--- src/rtl/player_pkg.sv ---
// rtl/player_pkg.sv - shared types, sprite geometry and colours for the player draw controller
package player_pkg;

    typedef enum logic [1:0] {IDLE, ERASE, MOVE, DRAW} state_e;
    typedef enum logic [1:0] {NONE, POS, NEG} dir_e;

    localparam int SPRITE_W      = 2;
    localparam int SPRITE_H      = 4;
    localparam int SPRITE_PIXELS = SPRITE_W * SPRITE_H;

    localparam logic [2:0] SHIP_COLOUR_DEFAULT = 3'b111;
    localparam logic [2:0] BG_COLOUR_DEFAULT   = 3'b000;
    localparam logic [6:0] Y_MAX_DEFAULT       = 7'd119;

    // A move is dropped when it would push the 4-row footprint off either screen edge.
    function automatic dir_e decode_dir(input logic pos, input logic neg,
                                        input logic [6:0] y, input logic [6:0] y_top_max);
        dir_e d;
        d = NONE;
        if (pos && !neg && (y < y_top_max)) d = POS;
        if (neg && !pos && (y > 7'd0))      d = NEG;
        return d;
    endfunction

endpackage

--- src/rtl/sprite_sweep_counter.sv ---
// rtl/sprite_sweep_counter.sv - 8-pixel footprint sweep with registered add_x/add_y offsets
module sprite_sweep_counter
    import player_pkg::*;
(
    input  logic       clk,
    input  logic       reset,
    input  logic       start,
    output logic       done,
    output logic       add_x,
    output logic [1:0] add_y
);

    localparam logic [2:0] LAST_IDX = 3'(SPRITE_PIXELS - 1);

    logic [2:0] idx_q, idx_d;
    logic       active_q, active_d;
    logic       add_x_q, add_x_d;
    logic [1:0] add_y_q, add_y_d;

    always_comb begin
        idx_d    = idx_q;
        active_d = active_q;
        if (start) begin
            idx_d    = 3'd0;
            active_d = 1'b1;
        end else if (active_q) begin
            if (idx_q == LAST_IDX) begin
                idx_d    = 3'd0;
                active_d = 1'b0;
            end else begin
                idx_d = idx_q + 3'd1;
            end
        end
        // Offsets are registered from the next index so they line up with the registered plot.
        add_x_d = active_d ? idx_d[0]   : 1'b0;
        add_y_d = active_d ? idx_d[2:1] : 2'd0;
    end

    always_ff @(posedge clk) begin
        if (reset) begin
            idx_q    <= 3'd0;
            active_q <= 1'b0;
            add_x_q  <= 1'b0;
            add_y_q  <= 2'd0;
        end else begin
            idx_q    <= idx_d;
            active_q <= active_d;
            add_x_q  <= add_x_d;
            add_y_q  <= add_y_d;
        end
    end

    assign done  = active_q && (idx_q == LAST_IDX);
    assign add_x = add_x_q;
    assign add_y = add_y_q;

endmodule

--- src/rtl/player_draw_ctrl.sv ---
// rtl/player_draw_ctrl.sv - per-frame erase/move/draw sequencer; PLAYER_DRAW_CTRL_STATIC_SKIP_EN skips idle redraws
module player_draw_ctrl
    import player_pkg::*;
#(
    parameter logic [2:0] SHIP_COLOUR = SHIP_COLOUR_DEFAULT,
    parameter logic [2:0] BG_COLOUR   = BG_COLOUR_DEFAULT,
    parameter logic [6:0] Y_MAX       = Y_MAX_DEFAULT
) (
    input  logic       clk,
    input  logic       reset,
    input  logic       frame_tick,
    input  logic       move_pos,
    input  logic       move_neg,
    output logic       add_x,
    output logic [1:0] add_y,
    output logic       y_pos_mod,
    output logic       y_neg_mod,
    output logic       plot,
    output logic [2:0] colour,
    output logic       busy
);

    localparam logic [6:0] Y_TOP_MAX = Y_MAX - 7'd3;

    state_e     state_q, state_d;
    dir_e       dir_q, dir_d;
    logic       pending_q, pending_d;
    logic [6:0] y_shadow_q, y_shadow_d;
    logic       sweep_start, sweep_done;
    logic       plot_q, y_pos_mod_q, y_neg_mod_q, busy_q;
    logic [2:0] colour_q;
`ifdef PLAYER_DRAW_CTRL_STATIC_SKIP_EN
    logic       drawn_q, drawn_d;
`endif

    sprite_sweep_counter u_sweep (
        .clk   (clk),
        .reset (reset),
        .start (sweep_start),
        .done  (sweep_done),
        .add_x (add_x),
        .add_y (add_y)
    );

    always_comb begin
        state_d     = state_q;
        dir_d       = dir_q;
        pending_d   = pending_q;
        y_shadow_d  = y_shadow_q;
        sweep_start = 1'b0;
`ifdef PLAYER_DRAW_CTRL_STATIC_SKIP_EN
        drawn_d     = drawn_q;
`endif
        // One-deep: extra ticks while busy collapse into the same pending request.
        if (frame_tick && (state_q != IDLE)) pending_d = 1'b1;
        case (state_q)
            IDLE: begin
                if (frame_tick || pending_q) begin
                    pending_d = 1'b0;
                    dir_d     = decode_dir(move_pos, move_neg, y_shadow_q, Y_TOP_MAX);
`ifdef PLAYER_DRAW_CTRL_STATIC_SKIP_EN
                    if (!(dir_d == NONE && drawn_q)) begin
                        state_d     = ERASE;
                        sweep_start = 1'b1;
                    end
`else
                    state_d     = ERASE;
                    sweep_start = 1'b1;
`endif
                end
            end
            ERASE: begin
                if (sweep_done) begin
                    state_d = MOVE;
                    if (dir_q == POS) y_shadow_d = y_shadow_q + 7'd1;
                    if (dir_q == NEG) y_shadow_d = y_shadow_q - 7'd1;
                end
            end
            MOVE: begin
                state_d     = DRAW;
                sweep_start = 1'b1;
            end
            DRAW: begin
                if (sweep_done) begin
                    state_d = IDLE;
`ifdef PLAYER_DRAW_CTRL_STATIC_SKIP_EN
                    drawn_d = 1'b1;
`endif
                end
            end
            default: state_d = IDLE;
        endcase
    end

    always_ff @(posedge clk) begin
        if (reset) begin
            state_q     <= IDLE;
            dir_q       <= NONE;
            pending_q   <= 1'b0;
            y_shadow_q  <= 7'd0;
            plot_q      <= 1'b0;
            colour_q    <= BG_COLOUR;
            y_pos_mod_q <= 1'b0;
            y_neg_mod_q <= 1'b0;
            busy_q      <= 1'b0;
`ifdef PLAYER_DRAW_CTRL_STATIC_SKIP_EN
            drawn_q     <= 1'b0;
`endif
        end else begin
            state_q     <= state_d;
            dir_q       <= dir_d;
            pending_q   <= pending_d;
            y_shadow_q  <= y_shadow_d;
            plot_q      <= (state_d == ERASE) || (state_d == DRAW);
            colour_q    <= (state_d == DRAW) ? SHIP_COLOUR : BG_COLOUR;
            y_pos_mod_q <= (state_d == MOVE) && (dir_d == POS);
            y_neg_mod_q <= (state_d == MOVE) && (dir_d == NEG);
            busy_q      <= (state_d != IDLE);
`ifdef PLAYER_DRAW_CTRL_STATIC_SKIP_EN
            drawn_q     <= drawn_d;
`endif
        end
    end

    assign plot      = plot_q;
    assign colour    = colour_q;
    assign y_pos_mod = y_pos_mod_q;
    assign y_neg_mod = y_neg_mod_q;
    assign busy      = busy_q;

endmodule

--- config.mk ---
export PLATFORM = sky130hd
export DESIGN_NAME = player_draw_ctrl
export DESIGN_NICKNAME = d
export VERILOG_FILES = /design/src/rtl/player_pkg.sv /design/src/rtl/sprite_sweep_counter.sv /design/src/rtl/player_draw_ctrl.sv
export SDC_FILE = /design/constraint.sdc
export NUM_CORES = 1
export LEC_CHECK = 0
export CAP_MARGIN = 20
export CORE_MARGIN = 2
export CORE_UTILIZATION = 50
export DETAILED_ROUTE_END_ITERATION = 8
export PLACE_DENSITY = 0.81
export SETUP_SLACK_MARGIN = 0.02
export SLEW_MARGIN = 10
export SYNTH_ARGS = -nofsm -noshare
export SYNTH_HDL_FRONTEND = slang
export SYNTH_SLANG_ARGS = --single-unit
--- constraint.sdc ---
create_clock -name clk -period 2.35 [get_ports clk]
set_clock_uncertainty 0.1 [all_clocks]
set_input_delay 0.705 -clock clk [delete_from_list [all_inputs] [get_ports clk]]
set_output_delay 0.705 -clock clk [all_outputs]
set_load 0.01 [all_outputs]
======== Word level (Yosys, flattened, before mapping) ========
Index checks and enable logic that the tools add are counted.
word-level totals
  input bits .............................. 5
  bits in registers ....................... 26
  word-level logic and storage cells ...... 70
  output and inout port bits .............. 10
cells by class
  magnitude comparators ................... 2
  multiplexer cells ....................... 22
  equal/unequal tests ..................... 11
  reduce and logical (&&, ||, !) cells .... 18
  bitwise gates (word level) .............. 1
  add/sub/neg operators ................... 3
operators by type and width
  cell                                                                   count
  7-bit 2-to-1 mux                                                       2
  2-bit == test (second input constant)                                  6
  2-bit 2-to-1 mux                                                       6
  3-bit 2-to-1 mux                                                       4
  2-bit by 1-bit == test with 1-bit output (second input constant)       4
  1-bit logical AND                                                      8
  1-bit 2-to-1 mux                                                       8
  2-bit one-hot mux with 4 select lines                                  1
  7-bit by 1-bit adder with 7-bit output (second input constant)         1
  7-bit by 1-bit > comparator with 1-bit output (second input constant)  1
  7-bit < comparator (second input constant)                             1
  7-bit by 1-bit subtractor with 7-bit output (second input constant)    1
  2-bit nonzero test                                                     3
  3-bit by 1-bit adder with 3-bit output (second input constant)         1
  3-bit == test (second input constant)                                  1
  3-bit AND reduction                                                    1
  1-bit zero test                                                        2
  2-bit zero test                                                        1
  1-bit logical OR                                                       2
  1-bit one-hot mux with 2 select lines                                  1
  2-bit OR reduction                                                     1
  1-bit inverter                                                         1

======== Longest topological paths before layout ========
  depth in word-level cells ............... 9
  depth in mapped cells ................... 8

======== Modules after synthesis ========
A second synthesis with hierarchy kept.
second synthesis, totals
  cell total of the unflattened synthesis .. 131
  area, all modules ....................... 1214.9 µm²
modules (own cells, without submodules)
  module                sequential area each (µm²)  instances  cells each  area each (µm²)
  player_draw_ctrl      340.3                       1          104         945.9
  sprite_sweep_counter  140.1                       1          27          269.0

======== Worst setup path before layout ========
Ideal clock, no wire load.
  path kind ............................... reg-to-reg
  start ................................... register dir_q[0]
  end ..................................... register y_shadow_q[6]
  period minus slack after synthesis ...... 2.006 ns
  required time ........................... 2.184 ns
  setup slack ............................. 0.344 ns
  path buffers ............................ 0
  stages on the path, launching flop included .. 8
  setup time .............................. 0.066 ns
  arrival ................................. 1.840 ns
  cell sequence ........................... dfxtp_1 inv_1 ha_1 ha_1 or4b_2 nor3_1 o211ai_1 nand4bb_1
between the ends
  longest elaborated chain between the ends .. 3
  elaborated cells on any way between the ends .. 5
  those cells by class .................... eq/ne (2); mux (1); reduce/logical (2)
ends and longest elaborated chain
  element                                                                           line                                            source
  start: declaration                                                                player_draw_ctrl.sv:26                          dir_e dir_q, dir_d;
  start signal: assignment                                                          player_draw_ctrl.sv:111                         dir_q <= dir_d;
  2-bit by 1-bit == test with 1-bit output / 2-bit == test (equally long branches)  player_draw_ctrl.sv:75, player_draw_ctrl.sv:76
  2-bit nonzero test (no line)                                                      --
  3-bit AND reduction (no line)                                                     --
  end signal: assignment                                                            player_draw_ctrl.sv:113                         y_shadow_q <= y_shadow_d;
  end: declaration                                                                  player_draw_ctrl.sv:28                          logic [6:0] y_shadow_q, y_shadow_d;
Parallel ways exist; a longest one is shown, timed or not.
A chain may end at the register's enable or synchronous reset.

======== Worst setup path in the final report ========
Ends and elaborated chain as after synthesis.

==> results.md <==
* CTS tree: built
* FFs w/ async S/R, synth at 0
* Max Clk Rate at 467.9 MHz
* Net Sw Power at 182.8 µW
* CTS clk-pin slew, worst paths at 140 ps
* Wirelength per Cell at 14.38 µm
* GR Util met1 at 0.2321
* Main synth FF type: dfxtp_1
* Site Rows at 18
* Largest net degree at the start of global routing at 14
* Synthesized instance count at 134
* WL final at 2589 µm
* Endpoints failing setup at 0
* Slew headroom at 0.6528
* Number of global-route vias before repair at 1036
* Die area at 0.002892 mm²
* Post-route setup TNS at 0 ps
* First-pass GRT wire length at 4291 µm
* DIE WIDTH at 53.78 µm
* Total CTS buffers at 3
* Cells after DPL at 176
* Hold depth at 1
* P per Cell Area at 514.4 mW/mm²
* Area leader, netlist: dfxtp_1
* CP Launch Type: flip-flop
* Synthesized area at 0.001239 mm²
* Antenna diodes at 0
* Synth top area cells: dfxtp_1, ha_1, nor2_1
* Crit path time final at 2137 ps
* Simple-gate share of the synthesized area at 0.2747
* Final Cycle Share at 0.9095
* RePlAce Congestion at 0.8695
* IO Pins at 15
* Post-synth cell types at 41
* Slew at the pin closest to its max-slew limit at 518.8 ps
* M3 GR Usage at 0.03611
* R2R Path End: y_shadow_q[6]$_SDFFE_PP0P_
* Sw frac at 0.2463
* CTS sink cnt at 24
* Fin util at 0.5987
* Most used routing layer: met2
* Lkg Pwr at 0.0005690 µW
* Pwr Total at 742.1 µW
* Mean Syn Cell Area at 9.244 µm²
* Pre-antenna DRT Iters at 4
* Final nets at 165
* Htree depth at 1
* Synthesis warning total at 0
* Final-report hold violation count at 0
* Clock share of power at 0.294
* Worst R2R Setup Slack at 210 ps
* Initial detailed-routing violation count at 27
* Clock Latency Late Sink at 310 ps
* IO Port Bufs at 14
* Vias per Instance at 5.878
* Drt drc at 0
* Worst-path maximum fanout at 11
* Area Overhead vs Synth at 16.46%
* HP Start: dir_q[1]$_SDFF_PP0_
* CTS Root Cell: clkbuf_4
* Final non-filler cell total at 180
* Critical path arrival at 2300 ps
* Met2 GRT Util at 0.3638
* Layout cells sized above 1 at 0.1000
* Commonest non-fill, non-tap cells in the layout: dfxtp_1, nor2_1, clkdlybuf4s50_1
* Max VDD drop at 272.9 µV
* Initial antenna violation count at 0
* Worst EP required at 2510 ps
* Initial Utilization at 0.5140
* Most common cell after layout, fill and taps aside: dfxtp_1
* Hold EP: y_pos_mod$_SDFF_PP0_
* Syn Nets at 148
* DRT antenna net count at 0
* Maximum capacitance violations at 0
* Mux contribution to synthesized area at 0.03333
* Crit end category: flip-flop
* Internal power at 559.4 µW
* Total grt overflow at 0
* Clock Path Buffers at 2
* DP HPWL at 1954 µm
* Hold-fix buffers at CTS at 0
* Combinational group share of total power at 0.114
* Synth Area in Compound Gates at 0.1475
* Fin Hold WS at 381.0 ps
* Area share of the largest cell type after synthesis at 0.3879
* Core area at 0.002410 mm²
* Reg-to-Reg Start: dir_q[0]$_SDFF_PP0_
* Post-synth EDFFs at 0
* Synthesized-area fraction occupied by adder cells at 0.09697
* Type of the worst min-delay path: reg2reg
* Yosys reg bits at 24
* RSZ-0062 raised after global routing: false
* Seq/Total Area, Yosys at 0.3879
* Slew Viols, Final at 0
* Setup CP Type: reg2reg
* R2R depth at 7
* Die Ht at 53.78 µm
* Post-Synth XOR/XNOR Area at 0.01414
* Vias at 1058
* Main combinational cell family by area after synthesis: simple AND/OR/NAND/NOR gates
* Seq pwr share at 0.592
* Post-CTS Setup Repair Bufs at 0
* Status: completed
* All-Layer GR Usage at 0.2000
-- worst max-delay path, stage by stage, from the launching register on --
cell and delay, ps:
dfxtp_1 380, inv_1 50, ha_2 250, ha_1 240, or4b_2 640, nor3_1 160, o211ai_1 130, nand4bb_1 130
-- registers in the layout, indices dropped and copies added (netlist names) --
| name | cells |
|---|---|
| busy | 1 |
| colour | 1 |
| dir_q | 2 |
| pending_q | 1 |
| plot | 1 |
| state_q | 2 |
| u_sweep.active_q | 1 |
| u_sweep.add_x | 1 |
| u_sweep.add_y | 2 |
| u_sweep.idx_q | 3 |
| y_neg_mod | 1 |
| y_pos_mod | 1 |
| y_shadow_q | 7 |
-- per-stage QoR --
| stage | instance area (µm²) | setup slack (ps) |
|---|---|---|
| floorplan | 1239 | 344.5 |
| global placement | 1401 | 68.93 |
| detailed placement | 1401 | 11.13 |
| CTS | 1438 | 94.15 |
| global route | 1443 | 52.88 |
| finish | 1443 | 212.6 |
-- cell type report --
type	count	area, µm²
Clock buffer	4	36.28
Fill cell	202	967.2
Inverter	5	18.77
Multi-Input combinational cell	100	706.9
Sequential cell	24	480.5
Tap cell	30	37.54
Timing Repair Buffer	17	162.7
-- repair_timing --
item	in CTS	in global routing
gates resized for setup	0	2
endpoints found under the setup margin	0	2
hold endpoints to repair	0	0
-- cell usage after synthesis (2+ instances only) --
| master | n |
|---|---|
| nor2_1 | 15 |
| and3_1 | 4 |
| nor2b_1 | 4 |
| o211ai_1 | 2 |
| nand2_1 | 5 |
| nor4_1 | 4 |
| nor3_1 | 7 |
| a21oi_1 | 8 |
| nor3b_1 | 3 |
| a211oi_1 | 4 |
| inv_1 | 5 |
| ha_1 | 8 |
| dfxtp_1 | 24 |
| nand2b_1 | 3 |
| o2111ai_1 | 2 |
| nand3_1 | 2 |
| o21a_1 | 2 |
| buf_4 | 3 |
| o21ai_0 | 4 |
| mux2i_1 | 3 |
| or4b_2 | 2 |
-- layer usage --
| layer | wire, µm | vias up |
|---|---|---|
| met5 | 0 | - |
| met4 | 10 | 0 |
| met3 | 115 | 2 |
| met2 | 1324 | 28 |
| met1 | 1139 | 504 |
| li1 | - | 524 |
-- kinds of logic after synthesis --
family | count (synthesis)
and+or+nand+nor | 57
AOI/OAI and AO/OA | 28
DFF | 24
buffers and inverters | 10
adders and majority gates | 9
muxes | 4
xor gates and xnor gates | 2
-- worst max path at each step --
stage | start | endpoint | slack (ps) | cells after the start
floorplan | dir_q[0]$_SDFF_PP0_ | y_shadow_q[6]$_SDFFE_PP0P_ | 340 | 7
global placement | reset | y_shadow_q[6]$_SDFFE_PP0P_ | 70 | 5
detailed placement | reset | y_shadow_q[6]$_SDFFE_PP0P_ | 10 | 5
CTS | dir_q[0]$_SDFF_PP0_ | y_shadow_q[6]$_SDFFE_PP0P_ | 90 | 8
global route | dir_q[0]$_SDFF_PP0_ | y_shadow_q[6]$_SDFFE_PP0P_ | 50 | 8
finish | dir_q[0]$_SDFF_PP0_ | y_shadow_q[6]$_SDFFE_PP0P_ | 210 | 7
-- power by group through the flow --
stage	logic, µW	clock network [µW]	registers (µW)
3_5_place_dp	83.9	0	448
2_1_floorplan	55.2	0	443
6_report	84.9	218	439
4_1_cts	84.3	223	439
3_3_place_gp	79.8	0	447
5_1_grt	94.1	241	441
(Power assumes the default switching activity.)
